File: config.mk
export PLATFORM = sky130hd
export DESIGN_NAME = rob_cpl_arbiter
export DESIGN_NICKNAME = d
export VERILOG_FILES = /design/src/rtl/ooo_types.sv /design/src/rtl/cpl_fifo.sv /design/src/rtl/rob_cpl_arbiter.sv
export SDC_FILE = /design/constraint.sdc
export NUM_CORES = 1
export LEC_CHECK = 0
export CAP_MARGIN = 20
export CORE_AREA = 10 10 177 138
export DETAILED_ROUTE_END_ITERATION = 12
export DIE_AREA = 0 0 187 148
export MAX_ROUTING_LAYER = met4
export PLACE_DENSITY_LB_ADDON = 0.12
export SLEW_MARGIN = 15
export SYNTH_ARGS = -nofsm -noshare
export SYNTH_HDL_FRONTEND = slang
export SYNTH_SLANG_ARGS = --single-unit
File: constraint.sdc
create_clock -name clk -period 10.5 [get_ports clk]
set_input_delay 2.1 -clock clk [delete_from_list [all_inputs] [get_ports clk]]
set_output_delay 2.1 -clock clk [all_outputs]
set_load 0.01 [all_outputs]
File: src/rtl/ooo_types.sv
// Shared out-of-order core types: ROB tag width and completion record layout.
package ooo_types;

  localparam int unsigned ROB_BITS  = 6;
  localparam int unsigned N_CPL_REQ = 3;

  typedef struct packed {
    logic [ROB_BITS-1:0] tag;
    logic                branch_taken;
    logic [31:0]         branch_target;
  } cpl_req_t;

endpackage

File: src/rtl/cpl_fifo.sv
// Small circular FIFO of completion records with synchronous flush.
// DEPTH must be a power of two so the pointers wrap naturally.
module cpl_fifo
  import ooo_types::*;
#(
  parameter int unsigned DEPTH = 2
) (
  input  logic     clk,
  input  logic     rst_n,
  input  logic     flush,
  input  logic     push,
  input  cpl_req_t push_data,
  input  logic     pop,
  output cpl_req_t head,
  output logic     full,
  output logic     empty
);

  localparam int unsigned PW = $clog2(DEPTH);

  logic [PW-1:0] r_rd_ptr;
  logic [PW-1:0] r_wr_ptr;
  logic [PW:0]   r_count;
  cpl_req_t      r_mem [DEPTH];

  logic w_do_push;
  logic w_do_pop;

  assign full      = (r_count == (PW+1)'(DEPTH));
  assign empty     = (r_count == '0);
  assign head      = r_mem[r_rd_ptr];
  // A push into a full FIFO is legal only when the head leaves in the same cycle.
  assign w_do_push = push & (~full | pop);
  assign w_do_pop  = pop & ~empty;

  // Pointer and occupancy state; flush empties the FIFO in one edge.
  always_ff @(posedge clk or negedge rst_n) begin
    if (!rst_n) begin
      r_rd_ptr <= '0;
      r_wr_ptr <= '0;
      r_count  <= '0;
    end else if (flush) begin
      r_rd_ptr <= '0;
      r_wr_ptr <= '0;
      r_count  <= '0;
    end else begin
      if (w_do_push) r_wr_ptr <= r_wr_ptr + 1'b1;
      if (w_do_pop)  r_rd_ptr <= r_rd_ptr + 1'b1;
      case ({w_do_push, w_do_pop})
        2'b10:   r_count <= r_count + 1'b1;
        2'b01:   r_count <= r_count - 1'b1;
        default: r_count <= r_count;
      endcase
    end
  end

  // Record storage; contents are only meaningful while counted, so no reset.
  always_ff @(posedge clk) begin
    if (w_do_push && !flush) r_mem[r_wr_ptr] <= push_data;
  end

endmodule

File: src/rtl/rob_cpl_arbiter.sv
// Round-robin arbiter feeding the ROB's single completion port from N_REQ
// per-unit FIFOs. Optional macro ROB_CPL_ARB_BYPASS_EN lets a lone request
// skip its FIFO when all FIFOs are empty (1-edge latency).
module rob_cpl_arbiter
  import ooo_types::*;
#(
  parameter int unsigned N_REQ      = N_CPL_REQ,
  parameter int unsigned FIFO_DEPTH = 2
) (
  input  logic                      clk,
  input  logic                      rst_n,
  input  logic                      flush,
  input  logic [N_REQ-1:0]          req_valid,
  output logic [N_REQ-1:0]          req_ready,
  input  logic [N_REQ*ROB_BITS-1:0] req_tag,
  input  logic [N_REQ-1:0]          req_branch_taken,
  input  logic [N_REQ*32-1:0]       req_branch_target,
  output logic                      complete_en,
  output logic [ROB_BITS-1:0]       complete_tag,
  output logic                      branch_taken,
  output logic [31:0]               branch_target,
  output logic                      busy
);

  localparam int unsigned RRW = (N_REQ > 1) ? $clog2(N_REQ) : 1;

  cpl_req_t         w_req  [N_REQ];
  cpl_req_t         w_head [N_REQ];
  logic [N_REQ-1:0] w_full;
  logic [N_REQ-1:0] w_empty;
  logic [N_REQ-1:0] w_push;
  logic [N_REQ-1:0] w_pop;

  logic [RRW-1:0]   r_rr_ptr;
  logic [RRW-1:0]   w_rr_d;
  logic             r_en;
  logic             w_en_d;
  cpl_req_t         r_out;
  cpl_req_t         w_out_d;

  logic             w_found;
  logic [RRW-1:0]   w_win;
  logic [RRW:0]     w_cand;
  logic             w_bypass;
  logic [RRW-1:0]   w_byp_idx;

  assign req_ready = ~w_full;
  // Flushed or bypassed records never enter a FIFO.
  assign w_push    = req_valid & req_ready & ~{N_REQ{flush}} & ~{N_REQ{w_bypass}};

  for (genvar gi = 0; gi < N_REQ; gi++) begin : g_req
    assign w_req[gi] = cpl_req_t'{
      tag:           req_tag[gi*ROB_BITS +: ROB_BITS],
      branch_taken:  req_branch_taken[gi],
      branch_target: req_branch_target[gi*32 +: 32]
    };
    assign w_pop[gi] = w_found & (w_win == RRW'(gi)) & ~flush;

    cpl_fifo #(
      .DEPTH (FIFO_DEPTH)
    ) u_fifo (
      .clk       (clk),
      .rst_n     (rst_n),
      .flush     (flush),
      .push      (w_push[gi]),
      .push_data (w_req[gi]),
      .pop       (w_pop[gi]),
      .head      (w_head[gi]),
      .full      (w_full[gi]),
      .empty     (w_empty[gi])
    );
  end

  // Round-robin pick: first non-empty FIFO at or after r_rr_ptr, wrapping.
  always_comb begin
    w_found = 1'b0;
    w_win   = '0;
    w_cand  = '0;
    for (int unsigned k = 0; k < N_REQ; k++) begin
      w_cand = {1'b0, r_rr_ptr} + (RRW+1)'(k);
      if (w_cand >= (RRW+1)'(N_REQ)) w_cand = w_cand - (RRW+1)'(N_REQ);
      if (!w_found && !w_empty[w_cand]) begin
        w_found = 1'b1;
        w_win   = w_cand[RRW-1:0];
      end
    end
  end

  // Bypass qualification: idle FIFOs, a single valid unit, no flush.
  always_comb begin
    w_bypass  = 1'b0;
    w_byp_idx = '0;
`ifdef ROB_CPL_ARB_BYPASS_EN
    w_bypass = (&w_empty) & $onehot(req_valid) & ~flush;
    for (int unsigned i = 0; i < N_REQ; i++) begin
      if (req_valid[i]) w_byp_idx = RRW'(i);
    end
`endif
  end

  // Next output record, pulse and round-robin pointer.
  always_comb begin
    w_rr_d  = r_rr_ptr;
    w_en_d  = 1'b0;
    w_out_d = r_out;
    if (flush) begin
      w_en_d = 1'b0;
    end else if (w_bypass) begin
      w_en_d  = 1'b1;
      w_out_d = w_req[w_byp_idx];
      w_rr_d  = (w_byp_idx == RRW'(N_REQ - 1)) ? '0 : w_byp_idx + RRW'(1);
    end else if (w_found) begin
      w_en_d  = 1'b1;
      w_out_d = w_head[w_win];
      w_rr_d  = (w_win == RRW'(N_REQ - 1)) ? '0 : w_win + RRW'(1);
    end
  end

  // Registered completion port and arbitration pointer.
  always_ff @(posedge clk or negedge rst_n) begin
    if (!rst_n) begin
      r_rr_ptr <= '0;
      r_en     <= 1'b0;
      r_out    <= '0;
    end else begin
      r_rr_ptr <= w_rr_d;
      r_en     <= w_en_d;
      r_out    <= w_out_d;
    end
  end

  assign complete_en   = r_en;
  assign complete_tag  = r_out.tag;
  assign branch_taken  = r_out.branch_taken;
  assign branch_target = r_out.branch_target;
  assign busy          = ~(&w_empty) | r_en;

endmodule

==> impl_metrics.tcl, run 1 <==
set metrics [dict create \
    numCtsBuffers 28 \
    wl_met3_um 1590 \
    highest_layer "met4" \
    cts_tree "done" \
    synth_seq_cells 288 \
    clockBufferDepth 3 \
    yosys_warnings 0 \
    async_flop_share 0.188 \
    portBuffers 166 \
    hold_violations 0 \
    total_power_mw 3.65 \
    grt_overflow_total 0 \
    status "finished clean" \
    drtPass1Iterations 6 \
    drive_above_1_share 0.129 \
    syn_to_final_growth_pct 25.8 \
    critical_path_class "flop to output pin" \
    relSlewSlack 0.276 \
    core_area_sq_mm 0.0208 \
    finalNetCount 995 \
    holdBufCountCts 0 \
    grt_setup_unrepaired "no" \
    drc_errors 0 \
    drtIter0Drc 751 \
    max_cap_violations 0 \
    detail-route-antenna-nets 0 \
    cp.required_ps 8400 \
    dp_cells 1125 \
    finalClockSkew_ps 19.4 \
    n_fill_cell 1437 \
    grt.total_usage 0.195 \
    num_io_pins 167 \
    fp.dieH_um 148 \
    clkTransAtPathRegs_ps 60 \
    cts_root_buf "clkbuf_16" \
    dp_hpwl_um 17500 \
    critical_path.reg2reg.endpoint "branch_target[13]" \
    worstPathMaxFanout 9 \
    wl_per_cell_um 22.9 \
    final_common_cell "edfxtp_1" \
    start_util 0.544 \
    route.met2.wl_um 12900 \
    worst_pin_slew_ps 1080 \
    period_share 0.433 \
    insertion_delay_ps 540 \
    final_cell_mix "edfxtp_1 (234), clkdlybuf4s50_1 (164), mux2i_1 (82)" \
    cts.repair.resized 0 \
    r2r_cells 7 \
    setup_viol 0 \
    seq_area_frac_synth 0.739 \
    multi_input_area_sq_mm 0.00282 \
    synth_top_cell_by_area "edfxtp_1" \
    power_density_mw_per_mm2 256 \
    worst_setup_path_end_kind "output pin" \
    p_leak_nw 4.77 \
    synthTopCellsByArea "edfxtp_1 (62%), dfrtp_1 (12%), mux2i_1 (7.2%)" \
    hold_class "flop to flop" \
    ys_types 46 \
    holdPathStages 2 \
    finalSetupTns_ps 0 \
    r2r-start "r_rr_ptr[0]" \
    grt_pass1_vias 7132 \
    fmax_ghz 0.220 \
    ys.flop_type "edfxtp_1" \
    via_per_inst 5.74 \
    insertedDiodeCount 0 \
    synth_top_area_frac 0.620 \
    antenna_found_initial 0 \
    syn_area_sq_mm 0.0113 \
    routed_wl_um 27100 \
    start_kind "flop" \
    cp-startpoint "g_req[1].u_fifo.r_count[0]" \
    regArea_sq_mm 0.00838 \
    place_congestion 0.798 \
    finalMaxSlewViolations 0 \
    num_vias 6773 \
    cts_num_sinks 288 \
    synth_area_per_cell_sq_um 16.1 \
    synth_fp_nets 827 \
    htree_num_levels 1 \
    post_cts_buffers 0 \
    worst_slack_ps 5950 \
    rows 46 \
    post-place-ws_ps 5830 \
    wl_met1_um 12100 \
    syn_inst 702 \
    peakVddDrop_mv 0.190 \
    whs_ps 530 \
    grt_pass1_wl_um 41000 \
    final_cells 1180 \
    grt_max_degree 58 \
    rrSetupSlack_ps 7580 \
    dieWidth_um 187 \
    synth_edf_count 234 \
    dieArea_sq_mm 0.0277 \
    crit_end "busy" \
    finalCriticalPeriod_ps 4550 \
    arrival_ps 2450 \
]
per-layer routing:
metal  vias to the layer above  track usage
li1                       3078            -
met1                      3385        0.264
met2                       273        0.310
met3                        37       0.0287
met4                         0       0.0410
met5                         -            -
where the power goes:
group / internal [mW] / total [mW] / switching [mW]
Clock: 0.539 / 0.941 / 0.403
Sequential: 1.41 / 1.52 / 0.113
Combinational: 0.505 / 1.19 / 0.690
worst max-delay path: stages, from the launching register on:
cell	delay [ps]
dfrtp_1	480
or4_4	610
or3_1	350
clkdlybuf4s50_1	490
sequential cells by signal, indices dropped and copies added, names as in the netlist:
signal,count
complete_en,1
branch_target,32
complete_tag,6
branch_taken,1
r_rr_ptr,2
g_req.u_fifo.r_rd_ptr,3
g_req.u_fifo.r_wr_ptr,3
g_req.u_fifo.r_mem,234
g_req.u_fifo.r_count,6
stage by stage:
| step | cell area [sq um] | utilization |
|---|---|---|
| after CTS | 14200 | 0.681 |
| after global placement | 13300 | 0.639 |
| final | 14300 | 0.684 |
| after floorplan | 11300 | - |
| after global routing | 14300 | 0.684 |
| after detailed placement | 13300 | 0.639 |
how the worst min path moves through the flow:
stage	slack, ps	to	from
CTS	540	complete_tag[2]	complete_tag[2]
finish	530	branch_target[3]	branch_target[3]
global placement	510	complete_tag[0]	complete_tag[0]
global route	570	complete_tag[2]	complete_tag[2]
detailed placement	520	complete_tag[2]	complete_tag[2]
floorplan	520	g_req[0].u_fifo.r_wr_ptr	g_req[0].u_fifo.r_wr_ptr
area by class of cell:
type,count,area share
Clock inverter,13,0.00719
Sequential cell,288,0.588
Timing Repair Buffer,182,0.127
Inverter,5,0.00132
Tap cell,288,0.0253
Clock buffer,39,0.0541
Multi-Input combinational cell,365,0.198
logic make-up after synthesis:
logic type               synth area share
buffers and inverters              0.0171
XOR/XNOR                          0.00618
flip-flops                          0.739
AO/OA/AOI/OAI                      0.0759
multiplexers                        0.108
adder cells (fa/ha/maj)           0.00221
AND/OR/NAND/NOR                    0.0513
cells in the mapped netlist, types with 2 or more instances:
| cell | instances |
|---|---|
| o22ai_1 | 2 |
| or3_1 | 3 |
| o22a_1 | 3 |
| a21oi_1 | 8 |
| edfxtp_1 | 234 |
| nor2b_1 | 3 |
| ha_1 | 2 |
| nor2_1 | 50 |
| o211ai_1 | 38 |
| dfrtp_1 | 54 |
| nand2b_1 | 3 |
| or2_1 | 3 |
| inv_1 | 4 |
| nand2_1 | 43 |
| nor3b_1 | 5 |
| buf_2 | 2 |
| o21ai_0 | 7 |
| nor3_1 | 6 |
| a32oi_1 | 36 |
| xnor2_1 | 2 |
| nand3_1 | 4 |
| a31oi_1 | 2 |
| buf_1 | 5 |
| xor2_1 | 6 |
| mux2i_1 | 82 |
| clkbuf_1 | 36 |
| o31a_1 | 5 |
| mux2_2 | 36 |
(Power assumes the default switching activity.)
==> run 2: changes to the inputs <==
--- a/config.mk
+++ b/config.mk
@@ -6,9 +6,9 @@
 export NUM_CORES = 1
 export LEC_CHECK = 0
 export CAP_MARGIN = 20
-export CORE_AREA = 10 10 177 138
+export CORE_AREA = 10 10 187 145
 export DETAILED_ROUTE_END_ITERATION = 12
-export DIE_AREA = 0 0 187 148
+export DIE_AREA = 0 0 197 155
 export MAX_ROUTING_LAYER = met4
 export PLACE_DENSITY_LB_ADDON = 0.12
 export SLEW_MARGIN = 15
==> constraint.sdc (replaced) <==
create_clock -name clk -period 4.11 [get_ports clk]
set_input_delay 0.822 -clock clk [delete_from_list [all_inputs] [get_ports clk]]
set_output_delay 0.822 -clock clk [all_outputs]
set_load 0.01 [all_outputs]
==> run 2 against run 1 <==
Clock power rose to 2.7 times the previous value. Sequential power rose to 2.6 times the previous value. Global-route usage down 0.92 points. Critical path depth unchanged. Sequential share of layout area down 0.30 points. Clock skew down 9.0 ps. Critical endpoint unchanged. Largest cell class unchanged. Highest routed layer unchanged.
==> impl_metrics.tcl, run 2 (same netlist as run 1, synthesis figures left out) <==
set metrics [dict create \
    routed_wl_um 27900 \
    cts_root_buf "clkbuf_16" \
    num_io_pins 167 \
    fp.dieH_um 155 \
    numCtsBuffers 29 \
    hold_class "input port to asynchronous set/reset pin" \
    relSlewSlack 0.274 \
    design_area_sq_mm 0.0143 \
    core_area_sq_mm 0.0235 \
    start_kind "flop" \
    cts.repair.resized 0 \
    dp_cells 1148 \
    cts_tree "done" \
    post_cts_buffers 0 \
    holdBufCountCts 0 \
    n_fill_cell 1763 \
    r2r-start "r_rr_ptr[1]" \
    fmax_ghz 0.305 \
    htree_num_levels 1 \
    arrival_ps 2460 \
    critical_path_class "flop to output pin" \
    max_cap_violations 0 \
    grt_pass1_wl_um 42400 \
    insertion_delay_ps 540 \
    grt_max_degree 41 \
    via_per_inst 5.64 \
    cp.required_ps 3290 \
    dieArea_sq_mm 0.0305 \
    finalClockSkew_ps 10.3 \
    final_common_cell "edfxtp_1" \
    place_congestion 0.839 \
    dieWidth_um 197 \
    setup_viol 0 \
    syn_to_final_growth_pct 26.4 \
    grt_overflow_total 0 \
    final_cell_mix "edfxtp_1 (234), clkdlybuf4s50_1 (164), mux2i_1 (82)" \
    r2r_cells 7 \
    cts_num_sinks 288 \
    critical_path.reg2reg.endpoint "branch_target[29]" \
    num_vias 6794 \
    worst_pin_slew_ps 1090 \
    dpl_cell_area_sq_mm 0.0134 \
    p_leak_nw 4.78 \
    grt.total_usage 0.186 \
    status "finished clean" \
    fin_util 0.609 \
    worstPathMaxFanout 9 \
    top_register "g_req.u_fifo.r_mem" \
    final_cells 1205 \
    drc_errors 0 \
    cp-startpoint "g_req[1].u_fifo.r_count[0]" \
    hold_violations 0 \
    drtIter0Drc 475 \
    grt_pass1_vias 7269 \
    antenna_found_initial 3 \
    finalCriticalPeriod_ps 3280 \
    post-place-ws_ps 1350 \
    worst_setup_path_end_kind "output pin" \
    whs_ps 248 \
    finalNetCount 999 \
    rrSetupSlack_ps 1270 \
    start_util 0.482 \
    dp_hpwl_um 18500 \
    worst_slack_ps 829 \
    clockBufferDepth 3 \
    clkTransAtPathRegs_ps 60 \
    finalMaxSlewViolations 0 \
    regArea_sq_mm 0.00838 \
    power_density_mw_per_mm2 660 \
    largest_reg_flops 234 \
    drtPass1Iterations 5 \
    multi_input_area_sq_mm 0.00281 \
    grt_setup_unrepaired "no" \
    detail-route-antenna-nets 0 \
    drive_above_1_share 0.125 \
    portBuffers 166 \
    rows 49 \
    period_share 0.798 \
    wl_per_cell_um 23.1 \
    crit_end "busy" \
    peakVddDrop_mv 0.342 \
]
-- run 2: changes by cell type in the layout (fill, tap and decap cells not counted), moves of 2 or more --
| cell | change |
|---|---|
| clkinv_1 | +7 |
| clkinv_2 | -7 |
| buf_4 | +4 |
| diode_2 | +3 |
| bufinv_16 | +2 |
-- run 2: per-stage QoR --
stage,TNS (ps),power (mW)
global placement,0,6.87
detailed placement,0,6.97
global route,0,9.93
CTS,0,9.52
floorplan,-79900,5.74
finish,0,9.46
-- run 2: area by class of cell --
type                    instances  share of cell area
flip-flops and latches        288               0.585
multi-input cells             365               0.196
repair buffers                185               0.126
clock buffers                  39              0.0546
well taps                     306              0.0267
clock inverters                14             0.00960
inverters                       5             0.00131
diodes                          3            0.000524
-- run 2: worst min path at each step --
stage                              from                       end  slack, ps
2_1_floorplan  g_req[0].u_fifo.r_wr_ptr  g_req[0].u_fifo.r_wr_ptr        520
3_3_place_gp          branch_target[22]         branch_target[22]        510
3_5_place_dp          branch_target[22]         branch_target[22]        510
4_1_cts                           rst_n         branch_target[28]        480
5_1_grt                           rst_n         branch_target[28]        270
6_report                          rst_n         branch_target[28]        250
-- run 2: layer usage --
metal  global-route usage  share of wire
met1                0.237           0.43
met2                0.308           0.49
met3               0.0297          0.058
met4               0.0438          0.020
met5                    -              0
-- run 2: power by group --
group | internal, mW | leakage (nW) | switching, mW
Combinational | 1.28 | 1.52 | 1.70
Clock | 1.51 | 0.444 | 1.03
Sequential | 3.59 | 2.82 | 0.340
Total | 6.38 | 4.78 | 3.07
-- run 2: critical path, cell delays in order, from the launching register on --
cell,delay (ps)
dfrtp_1,470
or4_4,590
or3_1,360
clkdlybuf4s50_1,490
==> run 3: changes to the inputs <==
--- a/config.mk
+++ b/config.mk
@@ -6,9 +6,9 @@
 export NUM_CORES = 1
 export LEC_CHECK = 0
 export CAP_MARGIN = 20
-export CORE_AREA = 10 10 187 145
+export CORE_AREA = 10 10 179 139
 export DETAILED_ROUTE_END_ITERATION = 12
-export DIE_AREA = 0 0 197 155
+export DIE_AREA = 0 0 189 149
 export MAX_ROUTING_LAYER = met4
 export PLACE_DENSITY_LB_ADDON = 0.12
 export SLEW_MARGIN = 15
==> constraint.sdc (replaced) <==
create_clock -name clk -period 3.4 [get_ports clk]
set_input_delay 0.68 -clock clk [delete_from_list [all_inputs] [get_ports clk]]
set_output_delay 0.68 -clock clk [all_outputs]
set_load 0.01 [all_outputs]
==> run 3 against run 2 <==
Sequential power grew 22%. Non-clock buffer count shrank 3. First-iteration DRC count grew 63%. Sequential share of layout area shrank 0.34 points. Hold slack gained 53 ps. Via count grew 1.3%. Sequential cell count is the same. Final cell count shrank 1.5%.
==> impl_metrics.tcl, run 3 (same netlist as run 1, synthesis figures left out) <==
set metrics [dict create \
    design_area_sq_mm 0.0144 \
    insertion_delay_ps 540 \
    antenna_found_initial 1 \
    wl_per_cell_um 22.9 \
    top_register "g_req.u_fifo.r_mem" \
    hold_violations 0 \
    dieArea_sq_mm 0.0282 \
    htree_num_levels 1 \
    power_density_mw_per_mm2 822 \
    post_cts_buffers 0 \
    post-place-ws_ps 654 \
    place_congestion 0.883 \
    routed_wl_um 27200 \
    dp_cells 1134 \
    dieWidth_um 189 \
    finalSetupTns_ps 0 \
    worstPathMaxFanout 9 \
    start_util 0.525 \
    total_power_mw 11.9 \
    finalCriticalPeriod_ps 3160 \
    r2r-start "r_rr_ptr[0]" \
    finalMaxSlewViolations 0 \
    worst_setup_path_end_kind "output pin" \
    grt_overflow_total 0 \
    period_share 0.928 \
    grt_pass1_vias 7386 \
    via_per_inst 5.80 \
    cts_tree "done" \
    relSlewSlack 0.301 \
    detail-route-antenna-nets 0 \
    critical_path.reg2reg.endpoint "branch_target[7]" \
    core_area_sq_mm 0.0216 \
    whs_ps 301 \
    worst_pin_slew_ps 1050 \
    final_cell_mix "edfxtp_1 (234), clkdlybuf4s50_1 (164), mux2i_1 (82)" \
    holdBufCountCts 0 \
    num_io_pins 167 \
    largest_reg_flops 234 \
    drtPass1Iterations 5 \
    dpl_cell_area_sq_mm 0.0134 \
    cp.required_ps 2720 \
    fmax_ghz 0.317 \
    clockBufferDepth 3 \
    numCtsBuffers 28 \
    cts_root_buf "clkbuf_16" \
    arrival_ps 2480 \
    start_kind "flop" \
    drive_above_1_share 0.131 \
    cts_num_sinks 288 \
    hold_class "input port to asynchronous set/reset pin" \
    portBuffers 166 \
    n_fill_cell 1510 \
    grt_pass1_wl_um 41700 \
    r2r_cells 7 \
    rrSetupSlack_ps 640 \
    status "finished clean" \
    grt_setup_unrepaired "no" \
    num_vias 6881 \
    finalNetCount 995 \
    critical_path_class "flop to output pin" \
    drtIter0Drc 773 \
    clkTransAtPathRegs_ps 60 \
    dp_hpwl_um 17900 \
    cts.repair.resized 0 \
    max_cap_violations 0 \
    finalClockSkew_ps 21.6 \
    syn_to_final_growth_pct 27.2 \
    drc_errors 0 \
    setup_viol 0 \
    p_leak_nw 4.84 \
    rows 47 \
    final_cells 1187 \
    fin_util 0.668 \
    fp.dieH_um 149 \
    grt_max_degree 41 \
    grt.total_usage 0.195 \
    worst_slack_ps 243 \
    final_common_cell "edfxtp_1" \
    peakVddDrop_mv 0.443 \
]
==> run 3: worst max-delay path: stages, from the launching register on <==
cell             delay (ps)
dfrtp_1                 480
or4_4                   600
or3_1                   360
clkdlybuf4s50_1         500
==> run 3: layer usage <==
layer,up-vias,GRT usage,wire [um]
met1,3445,0.258,11800
met3,54,0.0386,1950
met2,308,0.303,12800
li1,3074,-,-
met5,-,-,0
met4,0,0.0558,707
==> run 3: area by class of cell <==
cell class                      count  area, sq um  area share
Clock buffer                       37          786      0.0545
Multi-Input combinational cell    365         2810       0.195
Tap cell                          294          368      0.0255
Clock inverter                     15          273      0.0189
Timing Repair Buffer              182         1770       0.123
Inverter                            5         18.8     0.00130
Sequential cell                   288         8380       0.581
Antenna cell                        1         2.50    0.000174
==> run 3: where the power goes <==
part,internal [mW],leakage (nW),switching (mW)
clock network,2.22,0.521,1.26
registers,4.34,2.82,0.464
logic,1.57,1.50,2.00
==> run 3: worst max path at each step <==
stage	start	end	slack, ps	cells past startpoint
2_1_floorplan	flush	g_req[1].u_fifo.r_mem[1][0]	-1090	3
3_3_place_gp	r_rr_ptr[0]	branch_target[2]	770	7
3_5_place_dp	r_rr_ptr[0]	branch_target[7]	650	7
4_1_cts	g_req[1].u_fifo.r_count[0]	busy	250	3
5_1_grt	g_req[1].u_fifo.r_count[0]	busy	180	3
6_report	g_req[1].u_fifo.r_count[0]	busy	240	3
